===== config.mk =====
export PLATFORM = sky130hd
export DESIGN_NAME = main_fsm
export DESIGN_NICKNAME = d
export VERILOG_FILES = /design/src/rtl/main_fsm.sv
export SDC_FILE = /design/constraint.sdc
export NUM_CORES = 1
export LEC_CHECK = 0
export ABC_CLOCK_PERIOD_IN_PS = 2400
export CAP_MARGIN = 20
export CORE_MARGIN = 2
export CORE_UTILIZATION = 29
export CTS_BUF_LIST = sky130_fd_sc_hd__clkbuf_8
export DETAILED_ROUTE_END_ITERATION = 16
export PLACE_DENSITY = 0.63
export SLEW_MARGIN = 20
export SYNTH_ARGS = -nofsm -noshare
export SYNTH_HDL_FRONTEND = slang
export SYNTH_SLANG_ARGS = --single-unit

===== constraint.sdc =====
create_clock -name i_clk -period 2.4 [get_ports i_clk]
set_input_delay 0.48 -clock i_clk [delete_from_list [all_inputs] [get_ports i_clk]]
set_output_delay 0.48 -clock i_clk [all_outputs]
set_load 0.05 [all_outputs]

===== src/rtl/main_fsm.sv =====
// main_fsm -- multicycle control FSM for the RV64I core.
//
// Sequences each instruction through fetch, decode, execute, memory and
// writeback. It drives the datapath mux selects, the write enables, the memory
// request handshake and the coarse alu_op class consumed by alu_decoder.
//
// Optional feature macro: RV64_W_EN
//   defined   : opcodes 0111011 / 0011011 (RV64 W-type) execute with alu_op 011
//   undefined : those opcodes trap, and alu_op never takes the value 011
//
// Ports:
//   i_clk         core clock, rising edge
//   i_arst_n      synchronous active-low reset; also forces all outputs to 0
//   i_op          opcode field of the instruction register
//   i_mem_done    completion of the current memory request
//   o_alu_op      000 add, 001 sub, 010 I/R type, 011 I/R W-type
//   o_alu_src_1   00 PC, 01 old PC, 10 rs1
//   o_alu_src_2   00 rs2, 01 immediate, 10 constant 4
//   o_result_src  00 ALUOut, 01 memory data, 10 ALU result, 11 immediate
//   o_addr_src    memory address: 0 PC, 1 result bus
//   o_mem_req     memory request, held until i_mem_done
//   o_mem_we      write qualifier for o_mem_req
//   o_instr_we    instruction register load
//   o_pc_update   unconditional PC load
//   o_branch      conditional PC load (qualified by the datapath)
//   o_reg_we      register file write
//   o_illegal     illegal-instruction flag, held until reset
//   o_state       current state code
module main_fsm (
  input  logic       i_clk,
  input  logic       i_arst_n,
  input  logic [6:0] i_op,
  input  logic       i_mem_done,
  output logic [2:0] o_alu_op,
  output logic [1:0] o_alu_src_1,
  output logic [1:0] o_alu_src_2,
  output logic [1:0] o_result_src,
  output logic       o_addr_src,
  output logic       o_mem_req,
  output logic       o_mem_we,
  output logic       o_instr_we,
  output logic       o_pc_update,
  output logic       o_branch,
  output logic       o_reg_we,
  output logic       o_illegal,
  output logic [3:0] o_state
);

  typedef enum logic [3:0] {
    S_FETCH    = 4'd0,
    S_DECODE   = 4'd1,
    S_MEMADDR  = 4'd2,
    S_MEMREAD  = 4'd3,
    S_MEMWB    = 4'd4,
    S_MEMWRITE = 4'd5,
    S_EXECR    = 4'd6,
    S_EXECI    = 4'd7,
    S_ALUWB    = 4'd8,
    S_BRANCH   = 4'd9,
    S_JAL      = 4'd10,
    S_JALR     = 4'd11,
    S_LUI      = 4'd12,
    S_AUIPC    = 4'd13,
    S_TRAP     = 4'd14
  } state_t;

  state_t      state_r;
  state_t      state_next_s;
  logic [2:0]  exec_alu_op_s;
  logic [2:0]  alu_op_s;
  logic [1:0]  alu_src_1_s;
  logic [1:0]  alu_src_2_s;
  logic [1:0]  result_src_s;
  logic        addr_src_s;
  logic        mem_req_s;
  logic        mem_we_s;
  logic        instr_we_s;
  logic        pc_update_s;
  logic        branch_s;
  logic        reg_we_s;
  logic        illegal_s;
  logic [3:0]  state_out_s;

  // ALU class for EXECR/EXECI: W-type when opcode bit 3 is set and W ops exist.
  always_comb begin
`ifdef RV64_W_EN
    if (i_op[3]) begin
      exec_alu_op_s = 3'b011;
    end else begin
      exec_alu_op_s = 3'b010;
    end
`else
    exec_alu_op_s = 3'b010;
`endif
  end

  // State register with synchronous active-low reset.
  always_ff @(posedge i_clk) begin
    if (!i_arst_n) begin
      state_r <= S_FETCH;
    end else begin
      state_r <= state_next_s;
    end
  end

  // Next-state and output decode; everything is held at 0 while in reset.
  always_comb begin
    state_next_s = S_FETCH;
    alu_op_s     = 3'b000;
    alu_src_1_s  = 2'b00;
    alu_src_2_s  = 2'b00;
    result_src_s = 2'b00;
    addr_src_s   = 1'b0;
    mem_req_s    = 1'b0;
    mem_we_s     = 1'b0;
    instr_we_s   = 1'b0;
    pc_update_s  = 1'b0;
    branch_s     = 1'b0;
    reg_we_s     = 1'b0;
    illegal_s    = 1'b0;
    state_out_s  = 4'd0;
    if (i_arst_n) begin
      state_out_s = state_r;
      case (state_r)
        S_FETCH: begin
          mem_req_s = 1'b1;
          if (i_mem_done) begin
            instr_we_s   = 1'b1;
            pc_update_s  = 1'b1;
            alu_src_2_s  = 2'b10;
            result_src_s = 2'b10;
            state_next_s = S_DECODE;
          end else begin
            state_next_s = S_FETCH;
          end
        end
        S_DECODE: begin
          // Precompute PC + imm into ALUOut for branch/JAL targets.
          alu_src_1_s = 2'b01;
          alu_src_2_s = 2'b01;
          case (i_op)
            7'b0000011: state_next_s = S_MEMADDR;
            7'b0100011: state_next_s = S_MEMADDR;
            7'b0110011: state_next_s = S_EXECR;
            7'b0010011: state_next_s = S_EXECI;
            7'b1100011: state_next_s = S_BRANCH;
            7'b1101111: state_next_s = S_JAL;
            7'b1100111: state_next_s = S_JALR;
            7'b0110111: state_next_s = S_LUI;
            7'b0010111: state_next_s = S_AUIPC;
            7'b0001111: state_next_s = S_FETCH;
`ifdef RV64_W_EN
            7'b0111011: state_next_s = S_EXECR;
            7'b0011011: state_next_s = S_EXECI;
`endif
            default:    state_next_s = S_TRAP;
          endcase
        end
        S_MEMADDR: begin
          alu_src_1_s = 2'b10;
          alu_src_2_s = 2'b01;
          if (i_op[5]) begin
            state_next_s = S_MEMWRITE;
          end else begin
            state_next_s = S_MEMREAD;
          end
        end
        S_MEMREAD: begin
          mem_req_s  = 1'b1;
          addr_src_s = 1'b1;
          if (i_mem_done) begin
            state_next_s = S_MEMWB;
          end else begin
            state_next_s = S_MEMREAD;
          end
        end
        S_MEMWB: begin
          result_src_s = 2'b01;
          reg_we_s     = 1'b1;
          state_next_s = S_FETCH;
        end
        S_MEMWRITE: begin
          mem_req_s  = 1'b1;
          mem_we_s   = 1'b1;
          addr_src_s = 1'b1;
          if (i_mem_done) begin
            state_next_s = S_FETCH;
          end else begin
            state_next_s = S_MEMWRITE;
          end
        end
        S_EXECR: begin
          alu_src_1_s  = 2'b10;
          alu_op_s     = exec_alu_op_s;
          state_next_s = S_ALUWB;
        end
        S_EXECI: begin
          alu_src_1_s  = 2'b10;
          alu_src_2_s  = 2'b01;
          alu_op_s     = exec_alu_op_s;
          state_next_s = S_ALUWB;
        end
        S_ALUWB: begin
          reg_we_s     = 1'b1;
          state_next_s = S_FETCH;
        end
        S_BRANCH: begin
          alu_src_1_s  = 2'b10;
          alu_op_s     = 3'b001;
          branch_s     = 1'b1;
          state_next_s = S_FETCH;
        end
        S_JAL: begin
          // PC <- ALUOut (target) while the ALU forms the link address.
          pc_update_s  = 1'b1;
          alu_src_1_s  = 2'b01;
          alu_src_2_s  = 2'b10;
          state_next_s = S_ALUWB;
        end
        S_JALR: begin
          alu_src_1_s  = 2'b10;
          alu_src_2_s  = 2'b01;
          state_next_s = S_JAL;
        end
        S_LUI: begin
          result_src_s = 2'b11;
          reg_we_s     = 1'b1;
          state_next_s = S_FETCH;
        end
        S_AUIPC: begin
          alu_src_1_s  = 2'b01;
          alu_src_2_s  = 2'b01;
          state_next_s = S_ALUWB;
        end
        S_TRAP: begin
          illegal_s    = 1'b1;
          state_next_s = S_TRAP;
        end
        default: begin
          // Unused code 15 recovers to FETCH.
          state_next_s = S_FETCH;
        end
      endcase
    end else begin
      state_next_s = S_FETCH;
    end
  end

  assign o_alu_op     = alu_op_s;
  assign o_alu_src_1  = alu_src_1_s;
  assign o_alu_src_2  = alu_src_2_s;
  assign o_result_src = result_src_s;
  assign o_addr_src   = addr_src_s;
  assign o_mem_req    = mem_req_s;
  assign o_mem_we     = mem_we_s;
  assign o_instr_we   = instr_we_s;
  assign o_pc_update  = pc_update_s;
  assign o_branch     = branch_s;
  assign o_reg_we     = reg_we_s;
  assign o_illegal    = illegal_s;
  assign o_state      = state_out_s;

endmodule


==> results by group <==
Synthesis
  – Syn Std Cell Area: 659 um2
  – Most used DFF post-synth: dfxtp_1
  – Syn. warnings: 0
  – Syn_nets: 114
  – Synth Register Bits: 4
  – Async set-reset flop share out of synthesis: 0%
  – Post-synth EDFFs: 0
  – Synth Instances: 104
  – Post-synth top cells: nor2_1 (14), nand2_1 (10), a21oi_1 (8)
  – Area leader, netlist: dfxtp_1
  – Synth area leaders: dfxtp_1 (12%), nor2_1 (8.0%), nor2b_1 (6.6%)
  – Post-synthesis sequential area ratio: 12.1%
  – Post-synth cell types: 36
  – Count leader, synth: nor2_1
  – Synth top area share: 12.1%
  – Syn_area_per_cell: 6.34 um2

Floorplan
  – Starting density of the core: 30.1%
  – Die W: 51.7 um
  – Die extent in y: 51.7 um
  – Total core area: 2190 um2
  – # rows: 17
  – Io pins: 31
  – Die area: 2670 um2

CTS
  – Post-CTS Resized: 0
  – Worst skew pair latency: 210 ps
  – H-tree Lvls: 1
  – CTS clk-pin slew, worst paths: 30 ps
  – Clock Tree Buf Depth: 2
  – CTS root buffer: clkbuf_8
  – CTS Buf Count: 3
  – Post-CTS Setup Bufs: 0
  – # clock sinks: 4
  – CTS tree: built
  – Hold buffers post-CTS: 0

Timing
  – Max-slew headroom: 63.9%
  – RSZ-0062 raised after global routing: no
  – Achievable Freq: 439 MHz
  – Minimum clock period: 2280 ps
  – Final Worst Setup Slack: 120 ps
  – Final setup TNS: 0 ps
  – Final setup violation count: 0
  – Max Slew Vio Count: 0
  – Clock skew: 1.27 ps
  – Slew @ Worst Pin: 541 ps
  – Final Hold Viols: 0
  – Final period utilization: 95.0%
  – Min Hold Slack: 690 ps

Setup path
  – Req. time, crit path: 1920 ps
  – Startpoint Class: primary input
  – Crit. End Element: output port
  – Reg-to-Reg Start: state_r[0]
  – R2R depth: 4
  – Max FO, Critical Path: 15
  – Worst Setup SP: i_arst_n
  – CP Class: primary input to output port
  – Crit path DAT: 1800 ps
  – FF-to-FF setup slack: 790 ps

Worst hold path
  – Hold Crit Depth: 2
  – HP Start: state_r[3]
  – Min-delay worst type: flip-flop to flip-flop

Place
  – Hpwl dp: 1.65 mm
  – Placed instance area: 1180 um2
  – Gpl congestion: 0.760
  – IO buf count: 29
  – Place WS: 105 ps

Cells and area
  – Biggest register: state_r
  – Area of the multi-input gates: 518 um2
  – Ant. Diodes: 0
  – Nets: 145
  – Top flop regs: state_r x4
  – Reg area: 82.6 um2
  – Finished Cell Area: 1220 um2
  – Area growth syn-to-layout: 85.0%
  – Max reg flops: 4
  – Layout cell share with drive strength beyond 1: 24.1%
  – Fill count: 209

Global routing
  – First-pass GRT wire length: 3.36 mm
  – GRT overflow: 0
  – Total track usage: 16.2%
  – Vias in the first global route: 775
  – Pin count of the biggest net entering global routing: 18
  – Initial antenna violation count: 0

Route
  – Vias/cell: 5.32
  – Post-route DRC: 0
  – Final wirelength: 2.06 mm
  – DRT antenna net count: 0
  – Drt pass-1 iters: 4
  – DR iter-0 viols: 20
  – Vias: 857
  – Average wire per standard cell: 12.8 um

Power and ir drop
  – P_leak: 0.500 nW
  – VDD IR max: 0.547 mV
  – Power Total: 0.00127 W
  – P per Cell Area: 1040 nW/um2

Status
  – Outcome: completed

Flow run
  – Max Cap Viol: 0
==> metrics by stage <==
step	cells	utilization [%]
after global placement	158	53.7
after global routing	161	55.7
after detailed placement	158	53.7
final	161	55.7
after CTS	161	55.6
after floorplan	104	-
==> cells by family after synthesis <==
family / after synthesis / synth area share, %
buffers and inverters: 12 / 9.30
other: 1 / 0.569
AO/OA/AOI/OAI: 28 / 28.7
multiplexers: 1 / 1.52
AND/OR/NAND/NOR: 56 / 45.2
flip-flops: 4 / 12.1
XOR/XNOR: 2 / 2.66
==> layout by cell type, fill, tap and decap left out, types with 3 or more instances in the layout <==
cell type,n
a21oi_1,8
and2_1,5
and3_1,6
buf_12,20
buf_4,5
clkbuf_8,3
clkdlybuf4s50_1,9
inv_1,4
nand2_1,10
nor2_1,14
nor2b_1,7
nor3_1,3
o21ai_0,4
==> layer usage <==
metal	vias up	GRT usage (%)	wire length, um
met5	-	0	0
met4	0	6.58	0
li1	430	-	-
met2	36	28.8	1060
met1	391	20.1	889
met3	0	0.862	104
==> cell type report <==
cell class	instances	share of cell area [%]
repair buffers	34	43.3
clock buffers	3	3.38
flip-flops and latches	4	6.77
inverters	4	1.23
well taps	28	2.87
multi-input cells	88	42.5
==> worst paths after layout <==
| kind | endpoint |
|---|---|
| worst max-delay path | o_result_src[1] |
| worst max register to register | state_r[1] |
| worst min-delay path | state_r[2] |
| worst min register to register | state_r[2] |
==> power breakdown <==
part,internal [W],switching (W)
Sequential,0.0000945,0.0000920
Combinational,0.000439,0.000510
Clock,0.000107,0.0000318
Total,0.000640,0.000633
==> worst max-delay path: stages <==
cell and delay (ps):
clkdlybuf4s50_1 710, nand2_1 160, a21oi_1 270, buf_12 180
Note: power is estimated with default switching activity, not from simulation.
